==> config.mk <==
export PLATFORM = sky130hd
export DESIGN_NAME = irrigation_cycle_controller
export DESIGN_NICKNAME = d
export VERILOG_FILES = /design/src/rtl/irrigation_pkg.sv /design/src/rtl/bcd_down_counter_3d.sv /design/src/rtl/irrigation_cycle_controller.sv
export SDC_FILE = /design/constraint.sdc
export NUM_CORES = 1
export LEC_CHECK = 0
export BUFFER_PORTS_ARGS = -buffer_cell sky130_fd_sc_hd__buf_2
export CAP_MARGIN = 20
export CORE_AREA = 2 2 60 62
export CTS_CLUSTER_SIZE = 40
export DETAILED_ROUTE_END_ITERATION = 10
export DIE_AREA = 0 0 62 64
export HOLD_SLACK_MARGIN = 0.1
export PLACE_DENSITY_LB_ADDON = 0.3
export SLEW_MARGIN = 20
export SYNTH_ARGS = -nofsm -noshare
export SYNTH_HDL_FRONTEND = slang
export SYNTH_HIERARCHICAL = 1
export SYNTH_SLANG_ARGS = --single-unit
==> constraint.sdc <==
create_clock -name clk -period 2.2 [get_ports clk]
set_clock_uncertainty 0.05 [all_clocks]
set_input_delay 0.22 -clock clk [delete_from_list [all_inputs] [get_ports clk]]
set_output_delay 0.22 -clock clk [all_outputs]
set_load 0.02 [all_outputs]
==> src/rtl/irrigation_pkg.sv <==
// Shared types and helpers for the irrigation cycle controller.
// Contents: FSM state enum, valve mode encoding, BCD geometry constants,
// and a constant function that validates a 3-digit BCD preset.
package irrigation_pkg;

  localparam int unsigned BCD_DIGIT_W = 4;
  localparam int unsigned BCD_DIGITS  = 3;
  localparam int unsigned BCD_W       = BCD_DIGIT_W * BCD_DIGITS;

  typedef enum logic [2:0] {
    S_IDLE = 3'd0,
    S_LOAD = 3'd1,
    S_RUN  = 3'd2,
    S_HOLD = 3'd3,
    S_DONE = 3'd4
  } state_e;

  typedef enum logic {
    MODE_DRIP      = 1'b0,
    MODE_SPRINKLER = 1'b1
  } mode_e;

  // True when every nibble of the value is a decimal digit.
  function automatic logic bcd_valid(input logic [BCD_W-1:0] v);
    logic ok;
    ok = 1'b1;
    for (int i = 0; i < int'(BCD_DIGITS); i++) begin
      if (v[i*BCD_DIGIT_W +: BCD_DIGIT_W] > BCD_DIGIT_W'(9)) begin
        ok = 1'b0;
      end
    end
    return ok;
  endfunction

endpackage

==> src/rtl/bcd_down_counter_3d.sv <==
// Three-digit BCD down counter with load, clear and saturate-at-zero.
// Ports:
//   clk, rst_n    : clock, synchronous active-low reset
//   load_i        : load load_value_i (lower priority than clear_i)
//   load_value_i  : BCD value to load
//   dec_en_i      : decrement by one (ignored when already zero)
//   clear_i       : force count to zero
//   count_o       : registered BCD count
//   zero_c_o      : combinational flag, count_o == 000
module bcd_down_counter_3d
  import irrigation_pkg::*;
(
  input  logic             clk,
  input  logic             rst_n,
  input  logic             load_i,
  input  logic [BCD_W-1:0] load_value_i,
  input  logic             dec_en_i,
  input  logic             clear_i,
  output logic [BCD_W-1:0] count_o,
  output logic             zero_c_o
);

  logic [BCD_W-1:0] count_q;
  logic [BCD_W-1:0] count_d;
  logic [BCD_W-1:0] dec_val;
  logic             borrow;

  // Borrow chain: a zero digit wraps to 9 and passes the borrow upward.
  always_comb begin
    dec_val = count_q;
    borrow  = 1'b1;
    for (int i = 0; i < int'(BCD_DIGITS); i++) begin
      if (borrow) begin
        if (count_q[i*BCD_DIGIT_W +: BCD_DIGIT_W] == '0) begin
          dec_val[i*BCD_DIGIT_W +: BCD_DIGIT_W] = BCD_DIGIT_W'(9);
        end else begin
          dec_val[i*BCD_DIGIT_W +: BCD_DIGIT_W] =
            count_q[i*BCD_DIGIT_W +: BCD_DIGIT_W] - BCD_DIGIT_W'(1);
          borrow = 1'b0;
        end
      end
    end
  end

  assign zero_c_o = (count_q == '0);

  // Next count: clear > load > decrement; zero never wraps.
  always_comb begin
    count_d = count_q;
    if (clear_i) begin
      count_d = '0;
    end else if (load_i) begin
      count_d = load_value_i;
    end else if (dec_en_i && !zero_c_o) begin
      count_d = dec_val;
    end
  end

  always_ff @(posedge clk) begin
    if (!rst_n) begin
      count_q <= '0;
    end else begin
      count_q <= count_d;
    end
  end

  assign count_o = count_q;

endmodule

==> src/rtl/irrigation_cycle_controller.sv <==
// Sequences one drip or sprinkler watering cycle over a shared BCD seconds
// countdown and drives the matching valve.
// Ports:
//   clk, rst_n               : clock, synchronous active-low reset
//   tick                     : one-cycle seconds strobe
//   req_drip, req_sprinkler  : level cycle requests (drip wins a tie)
//   pause                    : freeze countdown, close valves
//   abort                    : end the running cycle immediately
//   count_bcd                : remaining seconds, {hundreds, tens, units}
//   valve_drip/sprinkler     : valve open
//   busy                     : cycle in progress (LOAD..DONE)
//   done, aborted            : one-cycle completion / abort pulses
module irrigation_cycle_controller
  import irrigation_pkg::*;
#(
  parameter logic [BCD_W-1:0] DRIP_PRESET      = 12'h300,
  parameter logic [BCD_W-1:0] SPRINKLER_PRESET = 12'h150
)
(
  input  logic             clk,
  input  logic             rst_n,
  input  logic             tick,
  input  logic             req_drip,
  input  logic             req_sprinkler,
  input  logic             pause,
  input  logic             abort,
  output logic [BCD_W-1:0] count_bcd,
  output logic             valve_drip,
  output logic             valve_sprinkler,
  output logic             busy,
  output logic             done,
  output logic             aborted
);

  localparam bit PRESETS_OK = bcd_valid(DRIP_PRESET) && bcd_valid(SPRINKLER_PRESET);

  generate
    if (!PRESETS_OK) begin : g_bad_preset
      $error("irrigation_cycle_controller: preset contains a non-BCD nibble");
    end
  endgenerate

  state_e           state_q, state_d;
  mode_e            mode_q, mode_d;
  logic             cnt_load, cnt_dec, cnt_clear, cnt_zero;
  logic [BCD_W-1:0] cnt_load_value;
  logic             valve_drip_q, valve_drip_d;
  logic             valve_sprinkler_q, valve_sprinkler_d;
  logic             busy_q, busy_d;
  logic             done_q, done_d;
  logic             aborted_q, aborted_d;

  bcd_down_counter_3d u_counter (
    .clk          (clk),
    .rst_n        (rst_n),
    .load_i       (cnt_load),
    .load_value_i (cnt_load_value),
    .dec_en_i     (cnt_dec),
    .clear_i      (cnt_clear),
    .count_o      (count_bcd),
    .zero_c_o     (cnt_zero)
  );

  // Next-state, counter control and next-output logic.
  always_comb begin
    state_d   = state_q;
    mode_d    = mode_q;
    cnt_load  = 1'b0;
    cnt_dec   = 1'b0;
    cnt_clear = 1'b0;
    aborted_d = 1'b0;

    case (state_q)
      S_IDLE: begin
        if (!abort && (req_drip || req_sprinkler)) begin
          mode_d   = req_drip ? MODE_DRIP : MODE_SPRINKLER;
          cnt_load = 1'b1;
          state_d  = S_LOAD;
        end
      end
      // Count already holds the preset here, so zero means a zero preset.
      S_LOAD: begin
        state_d = cnt_zero ? S_DONE : S_RUN;
      end
      S_RUN: begin
        if (abort) begin
          state_d   = S_IDLE;
          cnt_clear = 1'b1;
          aborted_d = 1'b1;
        end else if (pause) begin
          state_d = S_HOLD;
        end else if (tick) begin
          cnt_dec = 1'b1;
          if (count_bcd == BCD_W'(1)) begin
            state_d = S_DONE;
          end
        end
      end
      S_HOLD: begin
        if (abort) begin
          state_d   = S_IDLE;
          cnt_clear = 1'b1;
          aborted_d = 1'b1;
        end else if (!pause) begin
          state_d = S_RUN;
        end
      end
      S_DONE: begin
        state_d   = S_IDLE;
        cnt_clear = 1'b1;
      end
      default: begin
        state_d   = S_IDLE;
        cnt_clear = 1'b1;
      end
    endcase

    cnt_load_value    = (mode_d == MODE_DRIP) ? DRIP_PRESET : SPRINKLER_PRESET;
    // Outputs are decoded from the next state so they register in step with it.
    valve_drip_d      = (state_d == S_RUN) && (mode_d == MODE_DRIP);
    valve_sprinkler_d = (state_d == S_RUN) && (mode_d == MODE_SPRINKLER);
    busy_d            = (state_d != S_IDLE);
    done_d            = (state_d == S_DONE);
  end

  always_ff @(posedge clk) begin
    if (!rst_n) begin
      state_q           <= S_IDLE;
      mode_q            <= MODE_DRIP;
      valve_drip_q      <= 1'b0;
      valve_sprinkler_q <= 1'b0;
      busy_q            <= 1'b0;
      done_q            <= 1'b0;
      aborted_q         <= 1'b0;
    end else begin
      state_q           <= state_d;
      mode_q            <= mode_d;
      valve_drip_q      <= valve_drip_d;
      valve_sprinkler_q <= valve_sprinkler_d;
      busy_q            <= busy_d;
      done_q            <= done_d;
      aborted_q         <= aborted_d;
    end
  end

  assign valve_drip      = valve_drip_q;
  assign valve_sprinkler = valve_sprinkler_q;
  assign busy            = busy_q;
  assign done            = done_q;
  assign aborted         = aborted_q;

endmodule

### Yosys cells after proc, flatten, opt, wreduce, memory -nomap -nowiden

Index checks and enable logic that the tools add are counted.

* output and inout port bits: 17
* input bits: 7
* logic and storage cells: 74
* register bits: 21

* eq/ne operators: 6
* bitwise logic cells: 2
* add/subtract/negate cells: 3
* muxes and demuxes: 31
* reductions and logical operators: 22

Operators by type and width (count)
* $mux 12: 2
* $mux 3: 8
* $mux 4: 5
* $mux 1: 13
* $eq 12x1->1 const B: 1
* $logic_not 12->1: 1
* $logic_not 4->1: 3
* $pmux 3 s4: 1
* $sub 4x1->4 const B: 3
* $mux 10: 1
* $eq 3x2->1 const B: 3
* $reduce_and 2->1: 3
* $reduce_bool 2->1: 3
* $reduce_or 2->1: 3
* $logic_and 1x1->1: 4
* $eq 3x1->1 const B: 1
* $eq 3x3->1 const B: 1
* $logic_not 3->1: 1
* $reduce_bool 3->1: 1
* $logic_not 1->1: 2
* $not 1->1: 2
* $pmux 1 s2: 1
* $logic_or 1x1->1: 1

### Logic depth before layout (Yosys ltp)

* depth after elaboration: 8
* depth in mapped cells: 6
* depth with buffers taken out: 6

### By module

The synthesis kept the hierarchy.

By module, submodules not included
* bcd_down_counter_3d: instances 1, cells an instance 81, area an instance 686.9 µm²
* irrigation_cycle_controller: instances 1, cells an instance 47, area an instance 444.2 µm²

### Worst setup path after synthesis

Ideal clock, no wire load.

* path type: register to register
* from: register state_q[2]
* to: register u_counter.count_q[4], in the netlist u_counter/count_o[4]
* stages on the path, launching flop included: 7
* arrival time: 1902 ps
* path slack: 169 ps
* clock period less this slack: 2031 ps
* path through: dfxtp_1 nor3_1 and4b_1 or3b_4 a2111oi_4 xnor2_1 a211oi_2

* word-level cells in the longest chain between the ends: 5
* elaborated cells on any way between the ends: 17

RTL lines
* start: declaration: RTL line irrigation_cycle_controller.sv:43 `state_e state_q, state_d;`
* start signal: assignment: RTL line irrigation_cycle_controller.sv:136 `state_q <= state_d;`
* $eq 3x2->1: RTL line irrigation_cycle_controller.sv:73 `case (state_q)`
* $mux 1: RTL line irrigation_cycle_controller.sv:73
* net cnt_dec: RTL line irrigation_cycle_controller.sv:45 `logic cnt_load, cnt_dec, cnt_clear, cnt_zero;`
* $logic_and 1x1->1: RTL line bcd_down_counter_3d.sv:54 `end else if (dec_en_i && !zero_c_o) begin`
* $reduce_bool 2->1 (no line)
* $reduce_and 2->1 (no line)
* end signal: assignment: RTL line bcd_down_counter_3d.sv:63 `count_q <= count_d;`
* end: declaration: RTL line bcd_down_counter_3d.sv:23 `logic [BCD_W-1:0] count_q;`

The timed path passes the listed nets, and every way through them passes these cells.
A chain may end at the register's enable or synchronous reset.

### Worst setup path in the final report

Same ends and word-level chain as after synthesis.

==> results.ini <==
[die]
initial_utilization_pct = 34.4
dieHeight_um = 64
io_pins = 24
fp.dieArea_mm2 = 0.00397
core_area_mm2 = 0.00328
dieWidth_um = 62
num_rows = 21

[timing]
fin_tns_setup_ns = 0
hold_viol_final = 0
period_needed_ns = 2.00
fmax_mhz = 499
max_slew.worst_pin.slew_ns = 0.614
whs_ns = 0.136
finalWorstSetupSlack_ns = 0.197
slew_violations = 0
relSlewSlack_pct = 58.6
setup_viol = 0
min_period_over_period_pct = 91.0
rsz0062_at_grt = false

[grt]
grt_usage_pct = 14.6
first_global_vias = 992
grt-ovfl-total = 0
grt_max_degree = 20
grt_antenna_before_repair = 0
grt_pass1_wl_mm = 4.35

[power_and_ir_drop]
p_leak_uw = 0.000570
switchingPower_uw = 318
swShare_pct = 34.5
ir_drop_uv = 261
power.density_mw_per_mm2 = 655
clockPowerShare_pct = 20.2
pwr-share-comb_pct = 29.4
seqPwrFrac_pct = 50.3
p_int_uw = 604
p_total_uw = 922

[routing]
drt_first_pass_iters = 4
viasPerCell = 4.99
drc_errors = 0
ant_nets = 0
wirelength_mm = 2.62
wl_per_cell_um = 12.3
drt_iter0_drc = 62
vias = 1068

[clock_tree]
cts_made_buffers = 3
cts_resized = 0
clockBufferDepth = 2
insertion_delay_ns = 0.31
clkTransAtPathRegs_ns = 0.11
cts_root_buf = clkbuf_4
cts_tree = yes
cts.hold.buffers_added = 0
cts.sinks = 21
htree_num_levels = 1

[finish]
layout.nets = 176
drive_gt1_share_pct = 28.0
fin_cells = 214
diodes = 0
area_growth_pct = 24.6
n_fill_cell = 327

[outcome]
outcome = complete, no violations

[place]
gp_congestion = 0.814
pre_cts_ws_ns = 0.0124
dp_hpwl_mm = 2.00
port_buffers = 23
dp_cells = 210

[yosys]
yosys_register_bits = 21
ys_types = 44
syn-instance-count = 128
syn_area_mm2 = 0.00113
seq_area_frac_synth_pct = 37.2
syn_avg_cell_area_um2 = 8.84
ys_warn_count = 6

[hold_path]
worstHoldPathType = input pin to flop

[critical_path]
crit_fanout = 4
crit_arrival_ns = 2.19
cp-start-kind = flop
path_class = flop to flop
required_ns = 2.39
end_kind = flop

[flow_run]
maxCapViolations = 0

## final timing paths
| kind | cells past startpoint | endpoint | slack (ns) | startpoint |
|---|---|---|---|---|
| worst max register to register | 6 | u_counter/count_o[4] | 0.20 | state_q[2] |
| worst max-delay path | 6 | u_counter/count_o[4] | 0.20 | state_q[2] |
| worst min-delay path | 2 | mode_q | 0.14 | rst_n |
| worst min register to register | 2 | u_counter/count_o[7] | 0.53 | u_counter/count_o[7] |
## metrics by stage
| stage | util, % | area, µm² |
|---|---|---|
| CTS | 42.9 | 1410 |
| detailed placement | 42.1 | 1380 |
| finish | 42.9 | 1410 |
| global route | 42.9 | 1410 |
| floorplan | - | 1160 |
| global placement | 42.1 | 1380 |
## kinds of logic (layout without fill, tap and decap cells)
family	Yosys count	in the layout	share of synthesized area, %
other	2	9	0.664
AND/OR/NAND/NOR	61	61	37.1
flip-flops	21	21	37.2
buffers and inverters	5	38	1.66
AO/OA/AOI/OAI	37	37	21.9
XOR/XNOR	2	2	1.55
## state kept, by name, indices dropped and copies added, names as in the netlist
name / flops
aborted: 1
state_q: 3
valve_sprinkler: 1
done: 1
mode_q: 1
valve_drip: 1
busy: 1
u_counter/count_o: 12
## final cells by class
cell class              instances  area, µm²  share of cell area, %
multi-input cells             109        718                   51.0
well taps                      46       57.6                   4.09
repair buffers                 31        175                   12.4
clock buffers                   4       26.3                   1.87
inverters                       3       11.3                  0.799
flip-flops and latches         21        420                   29.8
## Yosys cell counts
library cell	n	area, µm²
o311ai_0	1	8.76
o211ai_1	1	7.51
a211oi_2	1	12.5
or3b_1	1	8.76
nand3_1	3	15.0
clkbuf_1	2	7.51
nand2_1	8	30.0
nor3b_1	1	7.51
nor3_1	4	20.0
or2_2	1	6.26
nand4_1	2	12.5
nor4_4	1	21.3
and3_1	1	6.26
o31a_1	1	8.76
and2_1	3	18.8
nor2b_1	1	6.26
xnor2_1	1	8.76
a2bb2oi_1	2	17.5
inv_2	1	3.75
nor2_1	10	37.5
and4b_1	1	10.0
or3_1	2	12.5
inv_1	2	7.51
a31oi_1	3	18.8
o21ai_0	12	60.1
a2111oi_4	1	27.5
or3b_4	1	11.3
or4_1	2	15.0
o21a_1	2	15.0
or2b_2	2	17.5
dfxtp_1	21	420
nor4_2	3	37.5
or4b_1	1	10.0
xor2_1	1	8.76
nor4_1	1	6.26
a211oi_1	1	7.51
o2111ai_1	1	8.76
nand4b_1	3	26.3
nor4bb_1	2	20.0
nand2b_1	4	25.0
conb_1	2	7.51
a21oi_1	11	55.1
nand3b_1	1	7.51
nor4b_2	2	30.0
## metal layers
layer  global-route usage [%]  routed length (µm)  vias to the layer above
met5                        0                   0                        -
met4                     7.71                  57                        0
met3                     2.43                 101                        5
met2                     20.7                1110                       25
met1                     20.7                1350                      478
li1                         -                   -                      560
## repair_timing
| item | in CTS | in global routing |
|---|---|---|
| setup endpoints to repair | 0 | 1 |
| buffers inserted | 0 | 0 |
| hold endpoints to repair | 0 | 0 |
## placed cells by master (no fill, tap or decap), types with 4 or more instances in the layout
master / count
buf_4: 8
o21ai_0: 12
nor2_1: 10
dfxtp_1: 21
nand2_1: 8
nor3_1: 4
a21oi_1: 11
conb_1: 9
nand2b_1: 4
buf_2: 23
## worst max-delay path, stage by stage, from the launching register on
cell and delay, ns:
dfxtp_1 0.33, nor3_1 0.20, and4b_1 0.27, or3b_4 0.43, a2111oi_4 0.30, xnor2_1 0.14, a211oi_2 0.22
## power groups by stage
stage	Clock, µW	Combinational [µW]	Sequential (µW)
after floorplan	0	140	503
after global placement	0	268	472
after detailed placement	0	270	472
after CTS	201	271	464
after global routing	218	298	471
final	187	272	464
Note: power is estimated with default switching activity, not from simulation.
